--- config.mk ---
export PLATFORM = sky130hd
export DESIGN_NAME = uart_rx_frame_engine
export DESIGN_NICKNAME = d
export VERILOG_FILES = /design/src/rtl/uart_rx_pkg.sv /design/src/rtl/uart_rx_sampler.sv /design/src/rtl/uart_rx_frame_engine.sv
export SDC_FILE = /design/constraint.sdc
export NUM_CORES = 1
export LEC_CHECK = 0
export CAP_MARGIN = 40
export CORE_AREA = 2 2 99 101
export DETAILED_ROUTE_END_ITERATION = 7
export DIE_AREA = 0 0 101 103
export SETUP_SLACK_MARGIN = 0.05
export SYNTH_ARGS = -nofsm -noshare
export SYNTH_HDL_FRONTEND = slang
export SYNTH_HIERARCHICAL = 1
export SYNTH_SLANG_ARGS = --single-unit
--- constraint.sdc ---
create_clock -name pclk -period 5 [get_ports pclk]
set_clock_uncertainty 0.1 [all_clocks]
set_input_delay 1 -clock pclk [delete_from_list [all_inputs] [get_ports pclk]]
set_output_delay 1 -clock pclk [all_outputs]
set_load 0.02 [all_outputs]
--- src/rtl/uart_rx_pkg.sv ---
// Shared definitions for the UART receive frame engine.
//   - rx_state_e    : receiver FSM state encoding (also exported on state_dbg)
//   - *_DEF         : default oversampling ratio and widest character
//   - clamp_len()   : folds an out-of-range character length into 5..max
package uart_rx_pkg;

  localparam int OVERSAMPLE_DEF    = 16;
  localparam int MAX_DATA_BITS_DEF = 9;

  typedef enum logic [2:0] {
    ST_IDLE   = 3'd0,
    ST_START  = 3'd1,
    ST_DATA   = 3'd2,
    ST_PARITY = 3'd3,
    ST_STOP1  = 3'd4,
    ST_STOP2  = 3'd5,
    ST_BREAK  = 3'd6
  } rx_state_e;

  function automatic logic [3:0] clamp_len(input logic [3:0] req, input int max_bits);
    if (int'(req) < 5)             return 4'd5;
    else if (int'(req) > max_bits) return 4'(max_bits);
    else                           return req;
  endfunction

endpackage

--- src/rtl/uart_rx_sampler.sv ---
// Line conditioning and bit timing for the UART receiver.
//   pclk, preset : clock, synchronous active-high reset
//   uart_rxd     : raw asynchronous serial line
//   sample_tick  : one-pclk pulse at OVERSAMPLE x baud
//   clr          : hold the tick counter at 0 (asserted while the FSM idles)
//   rxd_sync     : line after the 2-flop synchroniser
//   vote         : 3-sample majority; fresh during mid_edge, held afterwards
//   mid_edge     : pulse on the third (last) vote sample of a bit
//   bit_end      : pulse on the last tick of a bit period
module uart_rx_sampler #(
  parameter int OVERSAMPLE = 16
) (
  input  logic pclk,
  input  logic preset,
  input  logic uart_rxd,
  input  logic sample_tick,
  input  logic clr,
  output logic rxd_sync,
  output logic vote,
  output logic mid_edge,
  output logic bit_end
);

  localparam int CW = $clog2(OVERSAMPLE);

  logic          sync1_q, sync2_q;
  logic [CW-1:0] cnt_q;
  logic          s0_q, s1_q, vote_q;
  logic          maj;

  assign rxd_sync = sync2_q;
  // Third sample is the live synchronised value on the mid_edge tick.
  assign maj      = (s0_q & s1_q) | (s0_q & rxd_sync) | (s1_q & rxd_sync);
  assign mid_edge = sample_tick && (cnt_q == CW'(OVERSAMPLE/2 + 1));
  assign bit_end  = sample_tick && (cnt_q == CW'(OVERSAMPLE - 1));
  assign vote     = mid_edge ? maj : vote_q;

  always_ff @(posedge pclk) begin
    if (preset) begin
      sync1_q <= 1'b1;
      sync2_q <= 1'b1;
      cnt_q   <= '0;
      s0_q    <= 1'b1;
      s1_q    <= 1'b1;
      vote_q  <= 1'b1;
    end else begin
      sync1_q <= uart_rxd;
      sync2_q <= sync1_q;
      if (clr) begin
        cnt_q <= '0;
      end else if (sample_tick) begin
        cnt_q <= bit_end ? '0 : cnt_q + CW'(1);
        if (cnt_q == CW'(OVERSAMPLE/2 - 1)) s0_q <= rxd_sync;
        if (cnt_q == CW'(OVERSAMPLE/2))     s1_q <= rxd_sync;
        if (mid_edge)                       vote_q <= maj;
      end
    end
  end

endmodule

--- src/rtl/uart_rx_frame_engine.sv ---
// UART receive frame engine: start detection, 5..9 data bits LSB first,
// optional parity, one or two stop bits, break detection and a one-deep
// holding register.
//   pclk, preset            : clock, synchronous active-high reset
//   rx_en                   : receiver enable (drop aborts the current frame)
//   uart_rxd, sample_tick   : serial line and OVERSAMPLE x baud tick
//   cfg_*                   : frame format, latched at start-bit detection
//   rx_data, rx_valid       : holding register and its full flag
//   rx_ready                : consumer accept
//   parity_err, frame_err   : status of the held character
//   overrun_err             : one-cycle pulse when a character is dropped
//   uart_break              : high while the line is held in break
//   state_dbg               : current FSM state
// Handshake: a character transfers on every pclk edge where
// rx_valid & rx_ready; rx_valid never drops without that transfer (except
// reset), and rx_data/status stay stable while rx_valid is high unless a new
// character is loaded on the same edge as a transfer.
module uart_rx_frame_engine
  import uart_rx_pkg::*;
#(
  parameter int OVERSAMPLE    = OVERSAMPLE_DEF,
  parameter int MAX_DATA_BITS = MAX_DATA_BITS_DEF
) (
  input  logic                     pclk,
  input  logic                     preset,
  input  logic                     rx_en,
  input  logic                     uart_rxd,
  input  logic                     sample_tick,
  input  logic [3:0]               cfg_data_bits,
  input  logic                     cfg_parity_en,
  input  logic                     cfg_parity_odd,
  input  logic                     cfg_stop2,
  output logic [MAX_DATA_BITS-1:0] rx_data,
  output logic                     rx_valid,
  input  logic                     rx_ready,
  output logic                     parity_err,
  output logic                     frame_err,
  output logic                     overrun_err,
  output logic                     uart_break,
  output logic [2:0]               state_dbg
);

  rx_state_e state, state_d;

  logic rxd_sync, vote, mid_edge, bit_end;

  logic [3:0]               bit_cnt, len_q;
  logic                     par_en_q, par_odd_q, stop2_q;
  logic                     par_bit_q, par_err_q, frame_err_q;
  logic [MAX_DATA_BITS-1:0] shift_q;

  logic frame_start, shift_en, par_cap, stop1_mid, complete;
  logic fe_new, is_break, hs;

  uart_rx_sampler #(.OVERSAMPLE(OVERSAMPLE)) u_sampler (
    .pclk        (pclk),
    .preset      (preset),
    .uart_rxd    (uart_rxd),
    .sample_tick (sample_tick),
    .clr         (state == ST_IDLE),
    .rxd_sync    (rxd_sync),
    .vote        (vote),
    .mid_edge    (mid_edge),
    .bit_end     (bit_end)
  );

  assign uart_break = (state == ST_BREAK);
  assign state_dbg  = state;
  assign hs         = rx_valid & rx_ready;

  always_ff @(posedge pclk) begin
    if (preset) state <= ST_IDLE;
    else        state <= state_d;
  end

  always_comb begin
    state_d     = state;
    frame_start = 1'b0;
    shift_en    = 1'b0;
    par_cap     = 1'b0;
    stop1_mid   = 1'b0;
    complete    = 1'b0;
    fe_new      = ~vote;
    // A low stop bit after an all-zero character (and parity) is a break.
    is_break    = !vote && (shift_q == '0) && !(par_en_q && par_bit_q);
    if (state != ST_IDLE && !rx_en) begin
      state_d = ST_IDLE;
    end else begin
      unique case (state)
        ST_IDLE: begin
          if (rx_en && !rxd_sync) begin
            state_d     = ST_START;
            frame_start = 1'b1;
          end
        end
        ST_START: begin
          if (mid_edge && vote) state_d = ST_IDLE;
          else if (bit_end)     state_d = ST_DATA;
        end
        ST_DATA: begin
          if (bit_end) begin
            shift_en = 1'b1;
            if (bit_cnt == len_q - 4'd1) state_d = par_en_q ? ST_PARITY : ST_STOP1;
          end
        end
        ST_PARITY: begin
          if (bit_end) begin
            par_cap = 1'b1;
            state_d = ST_STOP1;
          end
        end
        ST_STOP1: begin
          if (mid_edge) begin
            stop1_mid = 1'b1;
            if (is_break)     state_d = ST_BREAK;
            else if (stop2_q) state_d = ST_STOP2;
            else begin
              complete = 1'b1;
              state_d  = ST_IDLE;
            end
          end
        end
        ST_STOP2: begin
          // STOP2 is entered mid-bit; bit_cnt marks that the second bit began.
          if (mid_edge && bit_cnt != 4'd0) begin
            fe_new   = frame_err_q | ~vote;
            complete = 1'b1;
            state_d  = ST_IDLE;
          end
        end
        ST_BREAK: begin
          if (rxd_sync) state_d = ST_IDLE;
        end
        default: state_d = ST_IDLE;
      endcase
    end
  end

  // Frame datapath: latched format, bit counter, shift register, parity.
  always_ff @(posedge pclk) begin
    if (preset) begin
      bit_cnt     <= '0;
      len_q       <= 4'd5;
      par_en_q    <= 1'b0;
      par_odd_q   <= 1'b0;
      stop2_q     <= 1'b0;
      shift_q     <= '0;
      par_bit_q   <= 1'b0;
      par_err_q   <= 1'b0;
      frame_err_q <= 1'b0;
    end else begin
      if (frame_start) begin
        len_q       <= clamp_len(cfg_data_bits, MAX_DATA_BITS);
        par_en_q    <= cfg_parity_en;
        par_odd_q   <= cfg_parity_odd;
        stop2_q     <= cfg_stop2;
        shift_q     <= '0;
        par_bit_q   <= 1'b0;
        par_err_q   <= 1'b0;
        frame_err_q <= 1'b0;
      end
      if (state_d != state)                 bit_cnt <= '0;
      else if (shift_en)                    bit_cnt <= bit_cnt + 4'd1;
      else if (state == ST_STOP2 && bit_end) bit_cnt <= 4'd1;
      // Writing by index keeps the character right-justified.
      if (shift_en) shift_q[bit_cnt] <= vote;
      if (par_cap) begin
        par_bit_q <= vote;
        par_err_q <= ((^shift_q) ^ vote) != par_odd_q;
      end
      if (stop1_mid) frame_err_q <= ~vote;
    end
  end

  // Holding register.
  always_ff @(posedge pclk) begin
    if (preset) begin
      rx_data     <= '0;
      rx_valid    <= 1'b0;
      parity_err  <= 1'b0;
      frame_err   <= 1'b0;
      overrun_err <= 1'b0;
    end else begin
      overrun_err <= complete && rx_valid && !hs;
      if (complete && (!rx_valid || hs)) begin
        rx_data    <= shift_q;
        parity_err <= par_err_q;
        frame_err  <= fe_new;
        rx_valid   <= 1'b1;
      end else if (hs) begin
        rx_valid <= 1'b0;
      end
    end
  end

endmodule
Word-level counts from Yosys, hierarchy flattened
Cells that the tools add are included.
{ "word_totals": {"word_cells": 138, "output_inout_bits": 17, "in_bits": 13, "ff_bits": 48} }
{ "classes": {"eq_ne": 13, "order_cmp": 4, "reduce_logical": 35, "addsub": 3, "n_bitwise": 10, "muxes": 52} }
{ "op_table": {"columns": ["op", "count"], "rows": [
  ["2-to-1 mux 3 bit", 13],
  ["2-to-1 mux 1 bit", 27],
  ["2-to-1 mux 9 bit", 3],
  ["one-hot mux 3 bit (7 select lines)", 1],
  ["2-to-1 mux 4 bit", 5],
  ["logical AND 1 bit", 14],
  ["== test 4 bit, second input constant", 3],
  ["bitwise mux 9 bit", 1],
  ["== test 3 bit, second input constant", 3],
  ["logical NOT 9 bit", 1],
  ["XOR reduction 9 bit", 1],
  ["adder 4 x 1 -> 4 bit, second input constant", 2],
  ["nonzero test 2 bit", 4],
  ["== test 3 x 2 -> 1 bit, second input constant", 2],
  ["logical NOT 1 bit", 6],
  ["AND reduction 3 bit", 2],
  ["< comparator 4 x 5 -> 1 bit, second input constant", 1],
  ["bitwise AND 1 bit", 4],
  ["demux 1 bit (select 4 bit)", 1],
  ["== test 4 x 3 -> 1 bit, second input constant", 1],
  ["== test 4 bit", 1],
  ["greater-or-equal comparator 4 x 1 -> 1 bit, second input constant", 1],
  ["> comparator 4 bit, second input constant", 1],
  ["< comparator 4 x 3 -> 1 bit, second input constant", 1],
  ["other kinds (14)", 18]
]} }

Depth between registers and ports, before layout
{ "logic_depth": {"word_depth": 13, "ltp_mapped": 12, "mapped_depth_nobuf": 10} }

By module
Netlist, hierarchy kept.
{ "by_module_without_submodules": {"columns": ["module", "n_inst", "area_each_um2", "seq_area_each_um2", "cells_per_inst"], "rows": [
  ["uart_rx_frame_engine", 1, 2274.7, 780.7, 274],
  ["uart_rx_sampler", 1, 454.2, 180.2, 45]
]} }

Worst setup path after synthesis
OpenSTA, ideal clock, no wires.
{ "synth_path": {"kind": "input-to-reg", "start": "input port sample_tick", "end": "register bit_cnt[0]", "stages": 10, "arrival_ns": 3.274, "slack_ns": 1.523, "setup_ns": 0.103, "t_required_ns": 4.797, "n_path_buf": 2, "cell_sequence": "buf_4 > and4b_4 > mux2_2 > buf_2 > and4b_1 > nand4_1 > and4_4 > a221oi_2 > o221ai_2 > a2111oi_2"} }
{ "synth_via": {"elab_chain_cells": 11, "word_cells_on_any_way": 25, "cone_classes": "eq/ne: 1; mux: 14; reduce/logical: 10"} }
{ "synth_lines": {"columns": ["item", "line", "rtl"], "rows": [
  ["start, declared", "uart_rx_frame_engine.sv:28", "input logic sample_tick,"],
  ["logical AND 1 bit (*)", "uart_rx_sampler.sv:34", "assign mid_edge = sample_tick && (cnt_q == CW'(OVERSAMPLE/2 + 1));"],
  ["net mid_edge", "uart_rx_frame_engine.sv:45", "logic rxd_sync, vote, mid_edge, bit_end;"],
  ["2-to-1 mux 1 bit (*)", null, null],
  ["net vote", "uart_rx_frame_engine.sv:45", null],
  ["logical NOT 1 bit", "uart_rx_frame_engine.sv:85", "is_break = !vote && (shift_q == '0) && !(par_en_q && par_bit_q);"],
  ["logical AND 1 bit (2 in a row)", "uart_rx_frame_engine.sv:85", null],
  ["2-to-1 mux 3 bit", "uart_rx_frame_engine.sv:115", "if (is_break) state_d = ST_BREAK;"],
  ["2-to-1 mux 3 bit", "uart_rx_frame_engine.sv:113", "if (mid_edge) begin"],
  ["one-hot mux 3 bit (7 select lines) (*)", "uart_rx_frame_engine.sv:89", "unique case (state)"],
  ["2-to-1 mux 3 bit (*)", "uart_rx_frame_engine.sv:86", "if (state != ST_IDLE && !rx_en) begin"],
  ["inequality test 3 bit (*)", "uart_rx_frame_engine.sv:162", "if (state_d != state) bit_cnt <= '0;"],
  ["OR reduction 2 bit (no line) (*)", null, null],
  ["end signal, assigned", "uart_rx_frame_engine.sv:163", "else if (shift_en) bit_cnt <= bit_cnt + 4'd1;"],
  ["end, declared", "uart_rx_frame_engine.sv:47", "logic [3:0] bit_cnt, len_q;"]
]} }
Mark *: on every way through the listed nets, which the timed path passes. The rest lies on a longest branch.
A chain may end at the register's enable or synchronous reset.

Worst setup path after layout
{ "layout_path": {"start": "input port sample_tick", "end": "register rx_data[8]"} }
{ "layout_via": {"elab_chain_cells": 10, "word_cells_on_any_way": 12, "cone_classes": "mux: 6; reduce/logical: 6"} }
{ "layout_lines": {"columns": ["item", "line", "rtl"], "rows": [
  ["logical AND 1 bit", "uart_rx_sampler.sv:34", null],
  ["net mid_edge", "uart_rx_frame_engine.sv:45", null],
  ["2-to-1 mux 1 bit", null, null],
  ["net vote", "uart_rx_frame_engine.sv:45", null],
  ["logical NOT 1 bit", "uart_rx_frame_engine.sv:85", null],
  ["logical AND 1 bit (2 in a row)", "uart_rx_frame_engine.sv:85", null],
  ["2-to-1 mux 1 bit", "uart_rx_frame_engine.sv:115", null],
  ["2-to-1 mux 1 bit", "uart_rx_frame_engine.sv:113", null],
  ["one-hot mux 1 bit (2 select lines)", "uart_rx_frame_engine.sv:89", null],
  ["2-to-1 mux 1 bit", "uart_rx_frame_engine.sv:86", null],
  ["logical AND 1 bit", "uart_rx_frame_engine.sv:185", "if (complete && (!rx_valid || hs)) begin"],
  ["end signal, assigned", "uart_rx_frame_engine.sv:186", "rx_data <= shift_q;"],
  ["end, declared", "uart_rx_frame_engine.sv:33", "output logic [MAX_DATA_BITS-1:0] rx_data,"]
]} }
The timed path passes the listed nets, and every way through them passes these cells.

==> impl_results.md <==
- CP Class: in -> reg
- Final-stage net count: 363
- Crit path time final: 4.12 ns
- Filler-free cell count of the finished design: 453
- Root buffer cell: clkbuf_8
- Post-synthesis register bit count: 48
- Input/output buffers: 29
- Synthesized area: 2730 sq um
- Area Overhead vs Synth: 16.4%
- Clk slew on worst S/H paths: 0.09 ns
- Vias: 2280
- Core Box Area: 9460 sq um
- Clock buffer depth: 2
- # diodes: 0
- Final setup vio count: 0
- Largest delay share family, worst path: simple AND/OR/NAND/NOR gates
- Area share of the largest cell type after synthesis: 0.352
- YS warnings: 6
- Vias/cell: 5.03
- Final core occ: 0.336
- Detailed Route WL: 6020 um
- Post-synth EDFFs: 0
- Place WS: 0.601 ns
- Ratio of cells with drive above 1 in the final layout: 0.0796
- VDD IR max: 0.108 mV
- Max incr delay on CP: 0.67 ns
- Max Cap Viol: 0
- Die area: 10400 sq um
- Vias in the first global route: 2235
- # DRC: 0
- WL/cell: 13.3 um
- WP data required: 5.07 ns
- Die H: 103 um
- Total negative slack: 0 ns
- Setup bufs post-CTS: 0
- Yosys cell types: 59
- CTS Sinks: 48
- Post-synthesis sequential area ratio: 0.352
- Post-route design area: 3180 sq um
- Inserted Clock Buffers: 5
- Net Count, Synth: 344
- Worst-Skew Late Latency: 0.29 ns
- Antenna-violating nets left: 0
- Crit share post-route: 0.824
- Worst Setup Start Kind: input pin
- Max_slew headroom: 0.521
- H-tree levels: 2
- GRT overflow: 0
- Slew Viols, Final: 0
- Top cells by area, synth: dfxtp_1, mux2i_1, ha_1
- Endpoint class of the critical path: register
- Post-synth ARST share: 0
- Crit path cell chain: clkdlybuf4s50_1 > and4b_4 > mux2_2 > and4b_1 > a311o_1 > a2bb2o_1 > nand2b_1 > mux2i_1 > nor2_1
- Placed inst area: 3070 sq um
- Synth Instances: 319
- Slowest-stage cell, CP: clkdlybuf4s50_1
- Initial Util: 0.288
- Gr usage total: 0.124
- CTS tree: done
- Cell accounting for the most synthesized area: dfxtp_1
- CP Buf/Inv Count: 1
- Worst Path Arrival: 4.19 ns
- First-pass GRT wire length: 10500 um
- Resized Gates After CTS: 0
- Placed insts: 445
- Worst-margin pin slew: 0.718 ns
- Drt initial violations: 140
- Syn_area_per_cell: 8.55 sq um
- Final worst slack: 0.882 ns
- Status: finished clean
- Hpwl dp: 4390 um
- Predominant post-synthesis flop cell: dfxtp_1
- Pin count of the biggest net entering global routing: 46
- RSZ-0062 raised after global routing: no
- Initial antenna violation count: 0
- CP Max Fanout: 16
- Routability cong.: 0.874
- Final hold vios: 0
- F_max: 243 MHz
- Worst hold path type: reg -> reg
- FP Rows: 36
- Hold bufs inserted after CTS: 0
- IO Count: 30
- Number of iterations in the first detailed-routing pass: 4
- Leak: 1.11 nW
- Total power divided by cell area: 222 nW/um^2
- DIE WIDTH: 101 um
==> synth_stat cells (all sizes together) (4+ instances only) <==
master,instances
a21oi,19
a22oi,4
buf,12
clkbuf,7
dfxtp,48
ha,12
inv,23
mux2i,16
nand2,17
nand2b,5
nand3,18
nand4,13
nor2,32
nor2b,4
nor3,14
nor3b,4
nor4,5
o211ai,4
o21ai,6
xnor2,10
xor2,6
==> path summary, 6_finish.rpt <==
path / start / endpoint / slack (ns) / cells past startpoint
worst min register to register: u_sampler/sync1_q / u_sampler/rxd_sync / 0.32 / 1
worst max-delay path: sample_tick / rx_data[8] / 0.88 / 9
worst min-delay path: u_sampler/sync1_q / u_sampler/rxd_sync / 0.32 / 1
worst max register to register: u_sampler/cnt_q[1] / rx_data[8] / 1.69 / 10
==> stage by stage <==
step | hold WS [ns] | power (mW)
floorplan | 0.289 | 0.422
global placement | 0.296 | 0.437
detailed placement | 0.299 | 0.438
CTS | 0.322 | 0.717
global route | 0.343 | 0.735
finish | 0.318 | 0.704
==> sequential cells by signal, indices dropped and copies added, names as in the netlist <==
name                count
par_bit_q               1
u_sampler/rxd_sync      1
stop2_q                 1
par_en_q                1
shift_q                 9
par_odd_q               1
state_dbg               3
u_sampler/s1_q          1
frame_err               1
parity_err              1
u_sampler/vote_q        1
bit_cnt                 4
len_q                   4
u_sampler/sync1_q       1
par_err_q               1
u_sampler/s0_q          1
overrun_err             1
rx_data                 9
rx_valid                1
frame_err_q             1
u_sampler/cnt_q         4
==> cells by family (layout without fill, tap and decap cells) <==
kind of cell / Yosys count / count (layout) / synth area share
compound gates: 51 / 51 / 0.135
mux: 17 / 17 / 0.0628
buf+inv: 42 / 62 / 0.0715
xor+xnor: 16 / 16 / 0.0514
simple gates: 132 / 132 / 0.268
flops: 48 / 48 / 0.352
fa+ha+maj: 13 / 13 / 0.0587
==> per-layer routing <==
layer	track usage	routed length [um]	share of wire	up-vias
li1	-	-	-	1175
met1	0.158	2890	0.48	1069
met2	0.217	2880	0.48	32
met3	0.0231	207	0.034	4
met4	0.0312	42	0.0070	0
met5	0	0	0	-
==> cells in the final DEF, fill, tap and decap left out, types with 2 or more instances in the layout <==
master            n
nor4_1            5
or2_2             3
inv_1            21
xnor2_1          10
inv_2             2
nor2_1           32
o21ai_1           2
nand2_1          17
nand2b_1          5
a22oi_1           4
nor3_1           14
a21oi_1          19
buf_4             2
ha_1             12
and2_1            3
o211ai_1          4
nand4_1          13
nand4b_1          2
xor2_1            6
o21ai_0           4
a31oi_1           3
clkdlybuf4s50_1  29
nand3_1          18
nor3b_1           2
a311o_1           2
clkbuf_8          5
nor2b_1           4
mux2i_1          16
nand3b_1          2
dfxtp_1          48
==> area by class of cell <==
| class | instances | area (sq um) |
|---|---|---|
| clock inverter | 2 | 35.0 |
| multi-input combinational | 229 | 1570 |
| clock buffer | 6 | 72.6 |
| tap | 114 | 143 |
| timing repair buffer | 31 | 305 |
| fill | 1002 | 6280 |
| inverter | 23 | 86.3 |
| sequential | 48 | 961 |
==> where the power goes <==
| part | total (mW) | switching [mW] | internal (mW) |
|---|---|---|---|
| logic | 0.0404 | 0.0215 | 0.0189 |
| registers | 0.388 | 0.00365 | 0.384 |
| clock network | 0.276 | 0.128 | 0.149 |
| total | 0.704 | 0.153 | 0.552 |
Power figures use the tool's default switching activity.
